$ cat src/rtl/clock_divider_prog_if.sv
// Divisor load channel for clock_divider_prog: valid/ready handshake carrying
// a new half-period-minus-one value. The source drives the master modport and
// the divider is the slave.
interface clock_divider_prog_if #(
  parameter int unsigned CNT_W = 16
);
  logic [CNT_W-1:0] div_in;
  logic             div_load_valid;
  logic             div_load_ready;

  modport master (
    output div_in,
    output div_load_valid,
    input  div_load_ready
  );

  modport slave (
    input  div_in,
    input  div_load_valid,
    output div_load_ready
  );
endinterface

$ cat src/rtl/clock_divider_prog.sv
// Runtime-programmable 50%-duty clock divider with registered rise/fall strobes.
// A new divisor is accepted into a single pending slot through the load
// interface and swapped in at the next terminal count, so every half-period
// is a whole one and no runt pulse can appear on reprogramming.
// Optional: define CLOCK_DIVIDER_PHASE_SYNC_EN to add the phase_sync input,
// which restarts the output low at counter 0 without touching the divisor.
module clock_divider_prog #(
  parameter int unsigned CNT_W       = 16,
  parameter int unsigned DEFAULT_DIV = 1
) (
  input  logic                 clk,
  input  logic                 rst,
  input  logic                 en,
  clock_divider_prog_if.slave  load,
`ifdef CLOCK_DIVIDER_PHASE_SYNC_EN
  input  logic                 phase_sync,
`endif
  output logic                 divided_clk,
  output logic                 rise_tick,
  output logic                 fall_tick,
  output logic [CNT_W-1:0]     div_active
);

  localparam logic [CNT_W-1:0] LP_DEFAULT_DIV = CNT_W'(DEFAULT_DIV);

  typedef enum logic {
    SLOT_EMPTY = 1'b0,
    SLOT_FULL  = 1'b1
  } slot_e;

  slot_e            r_slot, w_slot_nxt;
  logic [CNT_W-1:0] r_cnt, w_cnt_nxt;
  logic [CNT_W-1:0] r_div_active, w_div_active_nxt;
  logic [CNT_W-1:0] r_pending, w_pending_nxt;
  logic             r_clk, w_clk_nxt;
  logic             r_rise, w_rise_nxt;
  logic             r_fall, w_fall_nxt;
  logic             w_sync;
  logic             w_tc;
  logic             w_accept;

`ifdef CLOCK_DIVIDER_PHASE_SYNC_EN
  assign w_sync = phase_sync;
`else
  assign w_sync = 1'b0;
`endif

  assign w_tc     = en && (r_cnt == r_div_active);
  assign w_accept = load.div_load_valid && (r_slot == SLOT_EMPTY);

  // State register: counter, output level, strobes, divisor and pending slot.
  always_ff @(posedge clk) begin
    if (rst) begin
      r_cnt        <= '0;
      r_clk        <= 1'b0;
      r_rise       <= 1'b0;
      r_fall       <= 1'b0;
      r_div_active <= LP_DEFAULT_DIV;
      r_pending    <= '0;
      r_slot       <= SLOT_EMPTY;
    end else begin
      r_cnt        <= w_cnt_nxt;
      r_clk        <= w_clk_nxt;
      r_rise       <= w_rise_nxt;
      r_fall       <= w_fall_nxt;
      r_div_active <= w_div_active_nxt;
      r_pending    <= w_pending_nxt;
      r_slot       <= w_slot_nxt;
    end
  end

  // Next state: phase sync beats terminal count beats plain counting; the
  // pending divisor is applied only at a terminal count (counter returns to 0),
  // and a load can only be taken while the slot is empty, so apply and accept
  // never collide and a load on a TC cycle waits for the following TC.
  always_comb begin
    w_cnt_nxt        = r_cnt;
    w_clk_nxt        = r_clk;
    w_rise_nxt       = 1'b0;
    w_fall_nxt       = 1'b0;
    w_div_active_nxt = r_div_active;
    w_pending_nxt    = r_pending;
    w_slot_nxt       = r_slot;

    if (w_sync) begin
      w_cnt_nxt = '0;
      w_clk_nxt = 1'b0;
    end else if (w_tc) begin
      w_cnt_nxt  = '0;
      w_clk_nxt  = ~r_clk;
      w_rise_nxt = ~r_clk;
      w_fall_nxt = r_clk;
      if (r_slot == SLOT_FULL) begin
        w_div_active_nxt = r_pending;
        w_slot_nxt       = SLOT_EMPTY;
      end
    end else if (en) begin
      w_cnt_nxt = r_cnt + 1'b1;
    end

    if (w_accept) begin
      w_pending_nxt = load.div_in;
      w_slot_nxt    = SLOT_FULL;
    end
  end

  assign load.div_load_ready = (r_slot == SLOT_EMPTY);
  assign divided_clk         = r_clk;
  assign rise_tick           = r_rise;
  assign fall_tick           = r_fall;
  assign div_active          = r_div_active;

endmodule

$ cat src/flat_wrapper.sv
// flat-port wrapper written by rule: the top's interface ports become plain ports
module clock_divider_prog_flat 
#(
  parameter int unsigned CNT_W       = 16,
  parameter int unsigned DEFAULT_DIV = 1
)
  (clk, rst, en, divided_clk, rise_tick, fall_tick, div_active, load_div_in, load_div_load_valid, load_div_load_ready);
  clock_divider_prog_if #(.CNT_W(CNT_W)) load_i ();
  input  logic clk;
  input  logic rst;
  input  logic en;
  output logic divided_clk;
  output logic rise_tick;
  output logic fall_tick;
  output logic [CNT_W-1:0] div_active;
  input wire logic [$bits(load_i.div_in)-1:0] load_div_in;
  input wire logic [$bits(load_i.div_load_valid)-1:0] load_div_load_valid;
  output wire logic [$bits(load_i.div_load_ready)-1:0] load_div_load_ready;
  assign load_i.div_in = load_div_in;
  assign load_i.div_load_valid = load_div_load_valid;
  assign load_div_load_ready = load_i.div_load_ready;
  clock_divider_prog #(.CNT_W(CNT_W), .DEFAULT_DIV(DEFAULT_DIV)) u_core (.clk(clk), .rst(rst), .en(en), .load(load_i), .divided_clk(divided_clk), .rise_tick(rise_tick), .fall_tick(fall_tick), .div_active(div_active));
endmodule
$ cat config.mk
export PLATFORM = sky130hd
export DESIGN_NAME = clock_divider_prog_flat
export DESIGN_NICKNAME = d
export VERILOG_FILES = /design/src/rtl/clock_divider_prog_if.sv /design/src/rtl/clock_divider_prog.sv /design/src/flat_wrapper.sv
export SDC_FILE = /design/constraint.sdc
export NUM_CORES = 1
export LEC_CHECK = 0
export ABC_AREA = 1
export BUFFER_PORTS_ARGS = -buffer_cell sky130_fd_sc_hd__clkbuf_2
export CAP_MARGIN = 15
export CORE_ASPECT_RATIO = 0.8
export CORE_UTILIZATION = 40
export CTS_CLUSTER_DIAMETER = 120
export CTS_CLUSTER_SIZE = 14
export DETAILED_ROUTE_END_ITERATION = 12
export SLEW_MARGIN = 20
export SYNTH_ARGS = -nofsm -noshare
export SYNTH_HDL_FRONTEND = slang
export SYNTH_SLANG_ARGS = --single-unit
$ cat constraint.sdc
create_clock -name clk -period 2.2 [get_ports clk]
set_input_delay 0.11 -clock clk [delete_from_list [all_inputs] [get_ports clk]]
set_output_delay 0.11 -clock clk [all_outputs]
set_load 0.005 [all_outputs]
Yosys cells after proc, flatten, opt, wreduce, memory -nomap -nowiden

Index checks and enable logic that the tools add are counted.

Register bits after elaboration: 52

Eq/ne operators: 1
Add/sub/neg operators: 1
Multiplexer cells: 2
Reductions and logical operators: 6
Bitwise gates (word level): 3

Operator list:

| cell                    | count |
|---|---|
| $add A16 B1 Y16 const B | 1 |
| $eq A16 B16 Y1          | 1 |
| $reduce_or A2 Y1        | 2 |
| $not A1 Y1              | 3 |
| $logic_and A1 B1 Y1     | 2 |
| $mux W1                 | 2 |
| $reduce_and A2 Y1       | 1 |
| $reduce_bool A2 Y1      | 1 |

Longest topological paths before layout

Depth after elaboration: 4
Depth in mapped cells: 11
Gate-level depth less buffers: 10

Worst setup path after synthesis

No wires, ideal clock.

Path kind: register to register
Start: reg u_core.r_cnt[0]
End: reg u_core.r_cnt[8]
Stages on the path, launching flop included: 10
Buffers on the path: 0
Setup slack: 0.762 ns
Arrival time: 1.323 ns
Period minus slack after synthesis: 1.438 ns
Cell sequence: dfxtp_1 ha_1 nand2_1 nor2_2 nand3_1 nor2_2 nand2_1 nor2_4 xor2_1 nor2_1

Word-level cells in the longest chain between the ends: 3
Elaborated cells on any way between the ends: 4

Ends and longest elaborated chain:

| what                                                    | line                     | text |
|---|---|---|
| start, declared                                         | clock_divider_prog.sv:32 | `logic [CNT_W-1:0] r_cnt, w_cnt_nxt;` |
| start signal, assigned                                  | clock_divider_prog.sv:62 | `r_cnt <= w_cnt_nxt;` |
| branches (longest 3 deep; another with $add A16 B1 Y16) | --                       |  |

Several ways; the timed one is not identified.
A chain may end at the register's enable or synchronous reset.

Final worst setup path

Start: reg u_core.r_cnt[7]
End: reg u_core.r_cnt[9]

The elaborated chain is that of the path after synthesis.

==> run_results.csv <==
group,metric,value,unit
sta,fin_tns_setup,0,ps
cts,cts_hold_buf,0,
setup_path,slowest_stage,"dfxtp_1",
floorplanning,io_pins,40,
power,switching_share,26.0,%
logic_synthesis,synthCells,366,
cts,clk_path_buf_depth,2,
grt,track_usage,20.0,%
cts,post_cts_buffers,0,
floorplanning,die_area,6390,um^2
sta,report.final.setup_viol,0,
floorplanning,die_w,89.1,um
grt,antenna_found_initial,0,
route,viasPerCell,4.71,
sta,period_share,75.6,%
route,route.detailed.drc,0,
sta,fin_worst_skew,9.63,ps
power,vdd_drop_max,0.256,mV
setup_path,end_kind,"flop",
cts,cts_buffers,5,
logic_synthesis,yosys.cell_types.count,28,
cts,cts.clk_slew.worst_paths,100,ps
sta,worstMarginPinSlew,468,ps
setup_path,worst_path_most_repeated_cell,"nand2_1",
setup_path,arrival,1850,ps
logic_synthesis,yosysSeqAreaShare,42.9,%
route,wl_per_cell,12.0,um
sta,rsz0062_at_grt,"no",
placed_design,gp_congestion,0.880,
worst_hold_path,hold_class,"in2reg",
cts,cts_root_buffer,"clkbuf_8",
cts,post_cts_resized,0,
sta,finalCriticalPeriod,1660,ps
grt,grt_first_pass_wirelength,9830,um
route,dr.pass1.iters,4,
placed_design,dp_hpwl,4430,um
route,vias,2287,
power,power.density,693,nW/um^2
route,ant_nets,0,
logic_synthesis,synth.avg_cell_area,6.64,um^2
cts,htree_levels,2,
final_layout,drive_gt1_share,16.4,%
sta,hold_viol_final,0,
placed_design,io_buffers,39,
logic_synthesis,yosys_warnings,0,
power,p_switching,0.509,mW
setup_path,path_max_fanout,16,
setup_path,crit_required,2390,ps
cts,cts_tree,"built",
grt,grt_max_degree,37,
setup_path,worstPathCellList,"inv_2 -> nand2_1 -> o21ai_1 -> nor2_1 -> nand2_1 -> nor2_2 -> nand3_1 -> nand2_2 -> a21oi_1",
final_layout,fin_nets,428,
final_layout,n_antenna_cell,0,
cts,clk_latency,310,ps
route,detail_route.wirelength,5820,um
setup_path,cpPeakStageDelay,430,ps
power,leakagePower,1.39,nW
logic_synthesis,syn-num-nets,387,
logic_synthesis,netlist_area,2430,um^2
floorplanning,die_h,71.7,um
power,combPwrFrac,11.8,%
power,finalPower,1.95,mW
logic_synthesis,ys_seq_elements,52,
floorplanning,design.core.area,5650,um^2
setup_path,crit_type,"reg2reg",
final_layout,area_delta_synth_final,16.1,%
cts,clock_sinks,52,
route,drt_iter0_markers,123,
power,clkPwrFrac,36.1,%
flow_run,cap_violations,0,
floorplanning,rows,24,
floorplanning,start_util,43.0,%
sta,drv_slew,0,
grt,grt_pass1_vias,2088,
power,p_int,1.45,mW
sta,maxSlewHeadroom,68.8,%
power,sequentialPowerShare,52.1,%
grt,gr-total-overflow,0,
sta,max_freq,601,MHz
setup_path,cp-start-kind,"flop",
sta,whs,38.4,ps
outcome,status,"finished clean",
## cell usage after synthesis
library cell	instances	area share, %
xnor2_1	4	1.4
buf_6	1	0.46
clkbuf_1	4	0.62
nor2_1	87	13
clkinv_1	1	0.15
ha_1	1	0.52
o21ai_0	19	3.9
nor2_4	1	0.46
nor3_1	3	0.62
a21oi_1	11	2.3
inv_2	8	1.2
buf_4	2	0.62
nand2_2	1	0.26
nor2_2	5	1.3
and3_1	1	0.26
xor2_1	4	1.4
nand4_4	1	0.88
buf_2	1	0.21
inv_1	34	5.3
nand4_1	8	2.1
nor3b_1	2	0.62
nand2_1	97	15
or2_0	1	0.26
nand3_1	13	2.7
dfxtp_1	52	43
o21ai_1	1	0.21
a21oi_2	1	0.36
nand3b_1	2	0.62
## through the flow
stage | utilization, % | cell area, um^2 | instances | setup WS, ps
final | 49.9 | 2820 | 486 | 537
after global routing | 49.9 | 2820 | 486 | 283
after CTS | 49.9 | 2820 | 486 | 542
after detailed placement | 47.8 | 2700 | 478 | 548
after global placement | 47.8 | 2700 | 478 | 582
after floorplan | - | 2430 | 366 | 762
## state kept, by name, indices dropped and copies added, names as in the netlist
| register | cells |
|---|---|
| u_core.div_active | 16 |
| u_core.r_cnt | 16 |
| u_core.r_pending | 16 |
| u_core.divided_clk | 1 |
| u_core.fall_tick | 1 |
| u_core.r_slot | 1 |
| u_core.rise_tick | 1 |
## worst paths after layout
| check | start | to | slack [ps] | cells past startpoint |
|---|---|---|---|---|
| setup reg to reg | u_core.r_cnt[7]$_SDFFE_PP0P_ | u_core.r_cnt[9]$_SDFFE_PP0P_ | 540 | 9 |
| hold reg to reg | u_core.r_pending[0]$_SDFFE_PP0P_ | u_core.div_active[0]$_SDFFE_PP1P_ | 480 | 2 |
| hold / removal | load_div_in[11] | u_core.r_pending[11]$_SDFFE_PP0P_ | 40 | 3 |
| setup / recovery | u_core.r_cnt[7]$_SDFFE_PP0P_ | u_core.r_cnt[9]$_SDFFE_PP0P_ | 540 | 9 |
## logic make-up (layout without fill, tap and decap cells)
group	Yosys count	after routing	share of synthesized area, %
buf+inv	51	93	8.55
flops	52	52	42.9
fa+ha+maj	1	1	0.515
compound gates	32	32	6.75
xor+xnor	8	8	2.88
simple gates	222	222	38.4
## power groups by stage
stage	combinational, mW	sequential (mW)	clock, mW
floorplan	0.161	1.03	0
global placement	0.230	1.04	0
detailed placement	0.231	1.04	0
CTS	0.232	1.02	0.722
global route	0.267	1.03	0.756
finish	0.230	1.02	0.706
## final cells by class
class / instances / area (um^2)
sequential: 52 / 1040
clock inverter: 2 / 38.8
multi-input combinational: 263 / 1180
clock buffer: 6 / 82.6
inverter: 43 / 161
timing repair buffer: 42 / 218
fill: 623 / 2830
tap: 78 / 97.6
## critical path: cells and delay by family (launching register included)
family	cells	cell delay (ps)
buffers and inverters	1	80
DFF	1	430
and+or+nand+nor	6	830
AOI/OAI and AO/OA	2	180
## cell usage in the layout (no fill, tap or decap), drive strengths merged
cell    count
nand3b      2
nand2      98
nand3      13
dfxtp      52
nor2       93
a21oi      12
ha          1
nor3        3
inv        42
nand4       9
buf         3
xnor2       4
clkinv      2
xor2        4
and3        1
clkbuf     45
nor3b       2
or2         1
bufinv      1
o21ai      20
## routing by layer
metal | wire length (um) | track usage, % | up-vias | part of all wire [%]
li1 | - | - | 1209 | -
met1 | 2920 | 27.9 | 1024 | 50
met2 | 2610 | 32.0 | 49 | 45
met3 | 229 | 3.11 | 5 | 3.9
met4 | 53 | 5.82 | 0 | 0.91
met5 | 0 | 0 | - | 0
Power figures use the tool's default switching activity.
